==> config.mk <==
export PLATFORM = sky130hd
export DESIGN_NAME = fmps_link_tx
export DESIGN_NICKNAME = d
export VERILOG_FILES = /design/src/rtl/fmps_link_tx.sv
export SDC_FILE = /design/constraint.sdc
export NUM_CORES = 1
export LEC_CHECK = 0
export ABC_AREA = 1
export CORE_MARGIN = 5
export CORE_UTILIZATION = 35
export DETAILED_ROUTE_END_ITERATION = 10
export SLEW_MARGIN = 20
export SYNTH_ARGS = -nofsm -noshare
export SYNTH_HDL_FRONTEND = slang
export SYNTH_SLANG_ARGS = --single-unit
==> constraint.sdc <==
create_clock -name auClk -period 1.68 [get_ports auClk]
set_input_delay 0.336 -clock auClk [delete_from_list [all_inputs] [get_ports auClk]]
set_output_delay 0.336 -clock auClk [all_outputs]
set_load 0.01 [all_outputs]
==> src/rtl/fmps_link_tx.sv <==
// FMPS packet transmitter: send requests -> 2-word AXI-Stream packets (header, data+TLAST), stamped with FA cycle count.
// Latency: request to TVALID is 2 cycles from an empty idle block; back-to-back packets leave no idle gap.
// Backpressure: one-deep pending entry; requests arriving while it is full and not being consumed are dropped with dropStrobe.
// Optional build macro FMPS_LINK_TX_DROP_COUNT_EN enables the saturating dropCount counter (tied to 0 otherwise).
module fmps_link_tx #(
   parameter int          INDEX_WIDTH         = 5,
   parameter logic [15:0] HEADER_MAGIC        = 16'hB6CF,
   parameter int          CYCLE_COUNTER_WIDTH = 8
) (
   input  logic                   auClk,
   input  logic                   auReset,
   input  logic                   auChannelUp,
   input  logic                   auFAstrobe,
   input  logic                   auInhibit,
   input  logic                   sendStrobe,
   input  logic [INDEX_WIDTH-1:0] sendIndex,
   input  logic [15:0]            sendStatus,
   input  logic [1:0]             sendInvalid,
   output logic [31:0]            TDATA,
   output logic                   TVALID,
   output logic                   TLAST,
   input  logic                   TREADY,
   output logic                   busy,
   output logic                   dropStrobe,
   output logic [15:0]            dropCount
);

   typedef enum logic [1:0] {IDLE, HEADER, DATA} state_t;

   state_t                         state;
   logic [CYCLE_COUNTER_WIDTH-1:0] cycleCount;
   logic [CYCLE_COUNTER_WIDTH-1:0] cycleNext;

   logic                           pendValid;
   logic [INDEX_WIDTH-1:0]         pendIndex;
   logic [15:0]                    pendStatus;
   logic [1:0]                     pendInvalid;
   logic [CYCLE_COUNTER_WIDTH-1:0] pendStamp;

   // Data word of the packet in flight, parked here while the header is on the bus.
   logic [31:0]                    dataWord;

   logic                           pendConsume;
   logic                           sendAccept;
   logic                           sendDrop;

   // Header: magic in the top half, index field at bit 10, everything else zero.
   function automatic logic [31:0] headerFmt(input logic [INDEX_WIDTH-1:0] idx);
      logic [31:0] w;
      w = {HEADER_MAGIC, 16'h0000};
      w[10 +: INDEX_WIDTH] = idx;
      return w;
   endfunction

   // Data: invalid flags on top, index at bit 24, status in the middle, stamp in the low byte.
   function automatic logic [31:0] dataFmt(
      input logic [INDEX_WIDTH-1:0]         idx,
      input logic [15:0]                    status,
      input logic [1:0]                     inv,
      input logic [CYCLE_COUNTER_WIDTH-1:0] stamp
   );
      logic [31:0] w;
      w = 32'h0;
      w[31:30] = inv;
      w[24 +: INDEX_WIDTH] = idx;
      w[23:8] = status;
      w[0 +: CYCLE_COUNTER_WIDTH] = stamp;
      return w;
   endfunction

   // Stamp uses the counter value including a coincident FA strobe.
   assign cycleNext   = cycleCount + CYCLE_COUNTER_WIDTH'(auFAstrobe);
   // The pending entry leaves when the output side is idle or the data word is being accepted.
   assign pendConsume = pendValid && ((state == IDLE) || ((state == DATA) && TREADY));
   assign sendAccept  = sendStrobe && auChannelUp && !auInhibit && (!pendValid || pendConsume);
   assign sendDrop    = sendStrobe && !sendAccept;
   assign busy        = (state != IDLE) || pendValid;

   // FA cycle counter, free-running modulo its width.
   always_ff @(posedge auClk) begin
      if (auReset) cycleCount <= '0;
      else         cycleCount <= cycleNext;
   end

   // One-deep pending entry; a capture in the same cycle as a consume refills it.
   always_ff @(posedge auClk) begin
      if (auReset) begin
         pendValid   <= 1'b0;
         pendIndex   <= '0;
         pendStatus  <= '0;
         pendInvalid <= '0;
         pendStamp   <= '0;
      end else if (sendAccept) begin
         pendValid   <= 1'b1;
         pendIndex   <= sendIndex;
         pendStatus  <= sendStatus;
         pendInvalid <= sendInvalid;
         pendStamp   <= cycleNext;
      end else if (pendConsume) begin
         pendValid   <= 1'b0;
      end
   end

   // Drop indication, one cycle after the rejected request.
   always_ff @(posedge auClk) begin
      if (auReset) dropStrobe <= 1'b0;
      else         dropStrobe <= sendDrop;
   end

`ifdef FMPS_LINK_TX_DROP_COUNT_EN
   // Saturating drop counter, cleared only by reset.
   always_ff @(posedge auClk) begin
      if (auReset)                              dropCount <= 16'h0000;
      else if (sendDrop && dropCount != 16'hFFFF) dropCount <= dropCount + 16'd1;
   end
`else
   assign dropCount = 16'h0000;
`endif

   // Packet FSM with registered stream outputs; TDATA/TVALID only move on a handshake or a new packet start.
   always_ff @(posedge auClk) begin
      if (auReset) begin
         state    <= IDLE;
         TVALID   <= 1'b0;
         TLAST    <= 1'b0;
         TDATA    <= 32'h0;
         dataWord <= 32'h0;
      end else begin
         case (state)
            IDLE: begin
               if (pendValid) begin
                  TDATA    <= headerFmt(pendIndex);
                  dataWord <= dataFmt(pendIndex, pendStatus, pendInvalid, pendStamp);
                  TVALID   <= 1'b1;
                  TLAST    <= 1'b0;
                  state    <= HEADER;
               end
            end
            HEADER: begin
               if (TREADY) begin
                  TDATA <= dataWord;
                  TLAST <= 1'b1;
                  state <= DATA;
               end
            end
            DATA: begin
               if (TREADY) begin
                  if (pendValid) begin
                     TDATA    <= headerFmt(pendIndex);
                     dataWord <= dataFmt(pendIndex, pendStatus, pendInvalid, pendStamp);
                     TLAST    <= 1'b0;
                     state    <= HEADER;
                  end else begin
                     TDATA  <= 32'h0;
                     TVALID <= 1'b0;
                     TLAST  <= 1'b0;
                     state  <= IDLE;
                  end
               end
            end
            default: begin
               TVALID <= 1'b0;
               TLAST  <= 1'b0;
               state  <= IDLE;
            end
         endcase
      end
   end

endmodule

Word level (Yosys, flattened, before mapping):

Index checks and enable logic that the tools add are counted.

* flip-flop bits (word level): 109
* input port bits: 30
* output and inout port bits: 52
* word-level logic and storage cells: 64

* add/subtract/negate cells: 1
* eq/ne operators: 6
* muxes and demuxes: 23
* bitwise operators: 1
* reductions and logical operators: 21

Operators by type and width (number)
* $mux W32: 6
* $pmux W32 S3: 1
* $pmux W32 S2: 1
* $mux W1: 9
* $add A8 B1 Y8: 1
* $ne A2 B2 Y1 const B: 4
* $reduce_and A4 Y1: 2
* $logic_and A1 B1 Y1: 6
* $mux W2: 3
* $pmux W1 S3: 2
* $pmux W2 S3: 1
* $reduce_bool A2 Y1: 3
* $logic_not A1 Y1: 3
* $logic_or A1 B1 Y1: 3
* $reduce_and A3 Y1: 1
* $reduce_bool A3 Y1: 1
* $eq A2 B1 Y1 const B: 1
* $eq A2 B2 Y1 const B: 1
* $logic_not A2 Y1: 1
* $reduce_and A2 Y1: 1
* $not A1 Y1: 1

Logic depth before layout (Yosys ltp):

Gate-level depths: netlist of the first run.

* word-level depth: 8
* mapped depth: 10
* gate-level depth less buffers: 9

Worst setup path before layout of the first run:

No wires, ideal clock.

* path kind: register -> register
* from: register state[1]
* to: register TDATA[10]
* arrival time: 1.439 ns
* required time: 1.567 ns
* path slack: 0.129 ns
* cell stages (with the launch flop): 10
* cells stage by stage: dfxtp_1 inv_1 ha_1 buf_2 o21ai_1 nand2_2 buf_6 buf_2 nor2_1 nor2_1

* word-level cells in the longest chain between the ends: 3

Ends and longest elaborated chain
* start: declaration: RTL line 30 `state_t state;`
* start signal: assignment: RTL line 123 `state <= IDLE;`
* start signal: assignment: RTL line 136 `state <= HEADER;`
* start signal: assignment: RTL line 143 `state <= DATA;`
* $eq A2 B1 Y1 (tied with other cells): RTL line 129 `case (state)`
* $ne A2 B2 Y1 (no source line) or $reduce_bool A3 Y1 (tied branches)
* $reduce_and A4 Y1 (no source line)
* end signal: assignment: RTL line 132 `TDATA <= headerFmt(pendIndex);`
* end signal: assignment: RTL line 141 `TDATA <= dataWord;`
* end signal: assignment: RTL line 149 `TDATA <= headerFmt(pendIndex);`
* end: declaration: RTL line 19 `output logic [31:0] TDATA,`

Several ways; a longest one is shown, not always the timed one.
A chain may end at the register's enable or synchronous reset.

Final worst setup path of the first run:

* from: register TDATA[15]
* to: output port TDATA[15]

No word-level cell between the ends.

==> impl_metrics.ini, run 1 <==
[cts]
cts_sinks = 108
clock_path_buffers = 2
clkTransAtPathRegs_ns = 0.07
root_buffer = clkbuf_16
cts_tree = built
postCtsSetupBuffers = 0
htree_num_levels = 3
cts_hold_buf = 0
cts_buffers = 9
insertion_delay_ns = 0.35

[hold_path]
holdCritStartpoint = TVALID
min_path_type = reg -> reg
hold_depth = 2
hold_end = TVALID

[yosys]
postSynthCellCount = 598
synth-warning-count = 0
yosysTopAreaCellShare_pct = 49.1
yosysTopAreaCell = dfxtp_1
syn_avg_cell_area_um2 = 7.36
synth_cell_type_count = 24
synth_area_um2 = 4400
ys_seq_elements = 108
seq_area_frac_synth_pct = 49.1
ys_top_cells_by_area = dfxtp_1 (49%), nor2_1 (14%), nand2_1 (9.1%)

[drt]
drtAntennaViolNets = 0
firstDrtPassIters = 4
drt-initial-drc-count = 254
wl_per_cell_um = 11.7
drc = 0
finalWirelength_um = 9860
vias = 3739
via_per_inst = 4.44

[place]
hpwlAfterDp_um = 7110
gp_congestion = 0.782
placed_cells = 825
portBuffers = 65

[global_routing]
antenna_found_initial = 0
grt_start_max_net_pins = 67
grt_pass1_vias = 3520
grt-ovfl-total = 0
grt_usage_pct = 13.8
grt_pass1_wl_um = 16400

[setup_path]
cp-end-kind = output pin
critPathMaxFanout = 2
r2r-start = state[0]
crit_buf_inv = 1
reg2reg_slack_ns = 0.10
cp_cell_sequence = clkdlybuf4s50_1
reg2reg_depth = 7
start_kind = register
crit_path_start = TDATA[15]
worst_ep_required_time_ns = 1.34
cp_data_arrival_time_ns = 1.27
timing_worst_setup_path_type = reg -> out
rr_endpoint = TDATA[2]
path_delay_family = buffers and inverters
cp_slowest_cell = clkdlybuf4s50_1
crit_path_max_incr_delay_ns = 0.56

[sta]
finalCriticalPeriod_ns = 1.61
fmaxAchievable_mhz = 622
fin_skew_ns = 0.00666
setup_viol = 0
period_share_pct = 95.6
slew_violations = 0
hold_viol_final = 0
finalSetupTns_ns = 0
rsz0062_at_grt = no

[finish]
area_delta_synth_final_pct = 28.9
drive_above_1_share_pct = 8.81
final_nets = 702
final_cells = 842
final_core_util_pct = 45.5
antenna_cells = 0

[run]
cap_violations = 0

[power]
power.leakage_nw = 2.16
powerDensity_nw_per_um2 = 1260
vdd_drop_max_mv = 0.483

[floorplan]
initial_core_util_pct = 35.3
dieArea_um2 = 14900
die_w_um = 122
core_um2 = 12500
rows = 41
pin_count = 82
die_h_um = 122

[outcome]
status = finished clean
## layout by cell type (no fill, tap or decap), types with 2 or more instances in the layout
cell type,synthesis,layout
o21ai_1,6,5
ha_4,0,2
clkdlybuf4s50_1,0,64
inv_2,4,6
nand3b_1,16,16
clkbuf_16,0,9
buf_12,0,6
a21oi_1,25,25
ha_1,7,5
o21bai_1,2,2
nor2_1,161,161
and2_1,2,2
dfxtp_1,108,107
o21ai_0,65,65
inv_1,22,19
buf_4,16,19
conb_1,1,16
nand3_1,13,12
clkinvlp_4,0,5
xnor2_1,3,3
nand2_1,107,107
inv_6,0,2
## logic make-up after synthesis
logic type | count (synthesis) | share of synthesized area, %
xor gates and xnor gates | 3 | 0.597
buffers and inverters | 78 | 8.76
adders and majority gates | 7 | 1.99
DFF | 108 | 49.1
other | 1 | 0.0852
AOI/OAI and AO/OA | 99 | 11.6
and+or+nand+nor | 302 | 27.8
## layer usage
metal | GRT usage [%] | wire length, µm | vias up
li1 | - | - | 1996
met1 | 18.6 | 4740 | 1648
met2 | 21.0 | 4290 | 83
met3 | 3.25 | 612 | 12
met4 | 6.23 | 210 | 0
met5 | 0 | 0 | -
## synthesized netlist by cell type
cell / count
a21oi_1: 25
a21oi_4: 1
and2_1: 2
buf_1: 2
buf_2: 14
buf_4: 16
buf_6: 2
clkbuf_1: 17
clkinv_1: 1
conb_1: 1
dfxtp_1: 108
ha_1: 7
inv_1: 22
inv_2: 4
nand2_1: 107
nand2_2: 2
nand3_1: 13
nand3b_1: 16
nand4_1: 1
nor2_1: 161
o21ai_0: 65
o21ai_1: 6
o21bai_1: 2
xnor2_1: 3
## tightest hold or removal path: cells and delay by family, from the launching register on
kind	cells	cell delay (ns)
compound gates	1	0.05
buf+inv	1	0.05
flops	1	0.31
## through the flow
stage	setup WS (ns)	area (µm²)	total power, mW	hold slack (ns)
5_1_grt	0.00162	5670	7.62	0.492
3_3_place_gp	-0.0838	5310	4.96	0.444
4_1_cts	0.00947	5630	7.19	0.458
2_1_floorplan	0.129	4460	4.23	0.450
3_5_place_dp	-0.129	5310	4.99	0.447
6_report	0.0734	5670	7.15	0.454
## sequential cells by signal (all words and copies together) (netlist names)
| signal | count |
|---|---|
| dropStrobe | 1 |
| pendInvalid | 2 |
| dataWord | 31 |
| pendStatus | 16 |
| TVALID | 1 |
| pendValid | 1 |
| state | 2 |
| pendIndex | 5 |
| pendStamp | 8 |
| TLAST | 1 |
| TDATA | 32 |
| cycleCount | 8 |
## final cells by class
cell class / count / area, µm²
sequential: 108 / 2170
timing repair inverter: 1 / 7.51
multi-input combinational: 427 / 1950
clock inverter: 6 / 70.1
clock buffer: 10 / 239
fill: 1240 / 6800
inverter: 27 / 105
timing repair buffer: 91 / 920
tap: 172 / 215
## how the worst max path moves through the flow
| stage | cells past startpoint | end | slack (ns) |
|---|---|---|---|
| after global placement | 7 | TDATA[19] | -0.08 |
| after detailed placement | 7 | TDATA[25] | -0.13 |
| after global routing | 7 | TDATA[11] | 0.002 |
| after floorplan | 9 | TDATA[10] | 0.13 |
| final | 1 | TDATA[15] | 0.07 |
| after CTS | 7 | TDATA[25] | 0.009 |
## power by group
| part | switching (mW) | total (mW) | leakage (nW) | internal, mW |
|---|---|---|---|---|
| combinational | 1.14 | 2.01 | 1.13 | 0.874 |
| sequential | 0.146 | 2.98 | 0.880 | 2.84 |
| clock | 0.949 | 2.16 | 0.142 | 1.21 |
## repair_timing
action	CTS	global route
gates cloned	0	1
resized for setup	7	11
setup endpoints to repair	21	81
pin swaps	0	1
(Power assumes the default switching activity.)
==> inputs of run 2 (changes only) <==
--- a/config.mk
+++ b/config.mk
@@ -6,6 +6,7 @@
 export NUM_CORES = 1
 export LEC_CHECK = 0
 export ABC_AREA = 1
+export ABC_CLOCK_PERIOD_IN_PS = 1680
 export CORE_MARGIN = 5
 export CORE_UTILIZATION = 35
 export DETAILED_ROUTE_END_ITERATION = 10
==> results of run 2 <==
Same layout as run 1: the final DEF is identical, and so are final timing and power.
==> inputs of run 3 (changes only) <==
--- a/config.mk
+++ b/config.mk
@@ -10,6 +10,7 @@
 export CORE_MARGIN = 5
 export CORE_UTILIZATION = 35
 export DETAILED_ROUTE_END_ITERATION = 10
+export HOLD_SLACK_MARGIN = 0.15
 export SLEW_MARGIN = 20
 export SYNTH_ARGS = -nofsm -noshare
 export SYNTH_HDL_FRONTEND = slang
==> results of run 3 <==
Same layout as run 1: the final DEF is identical, and so are final timing and power.
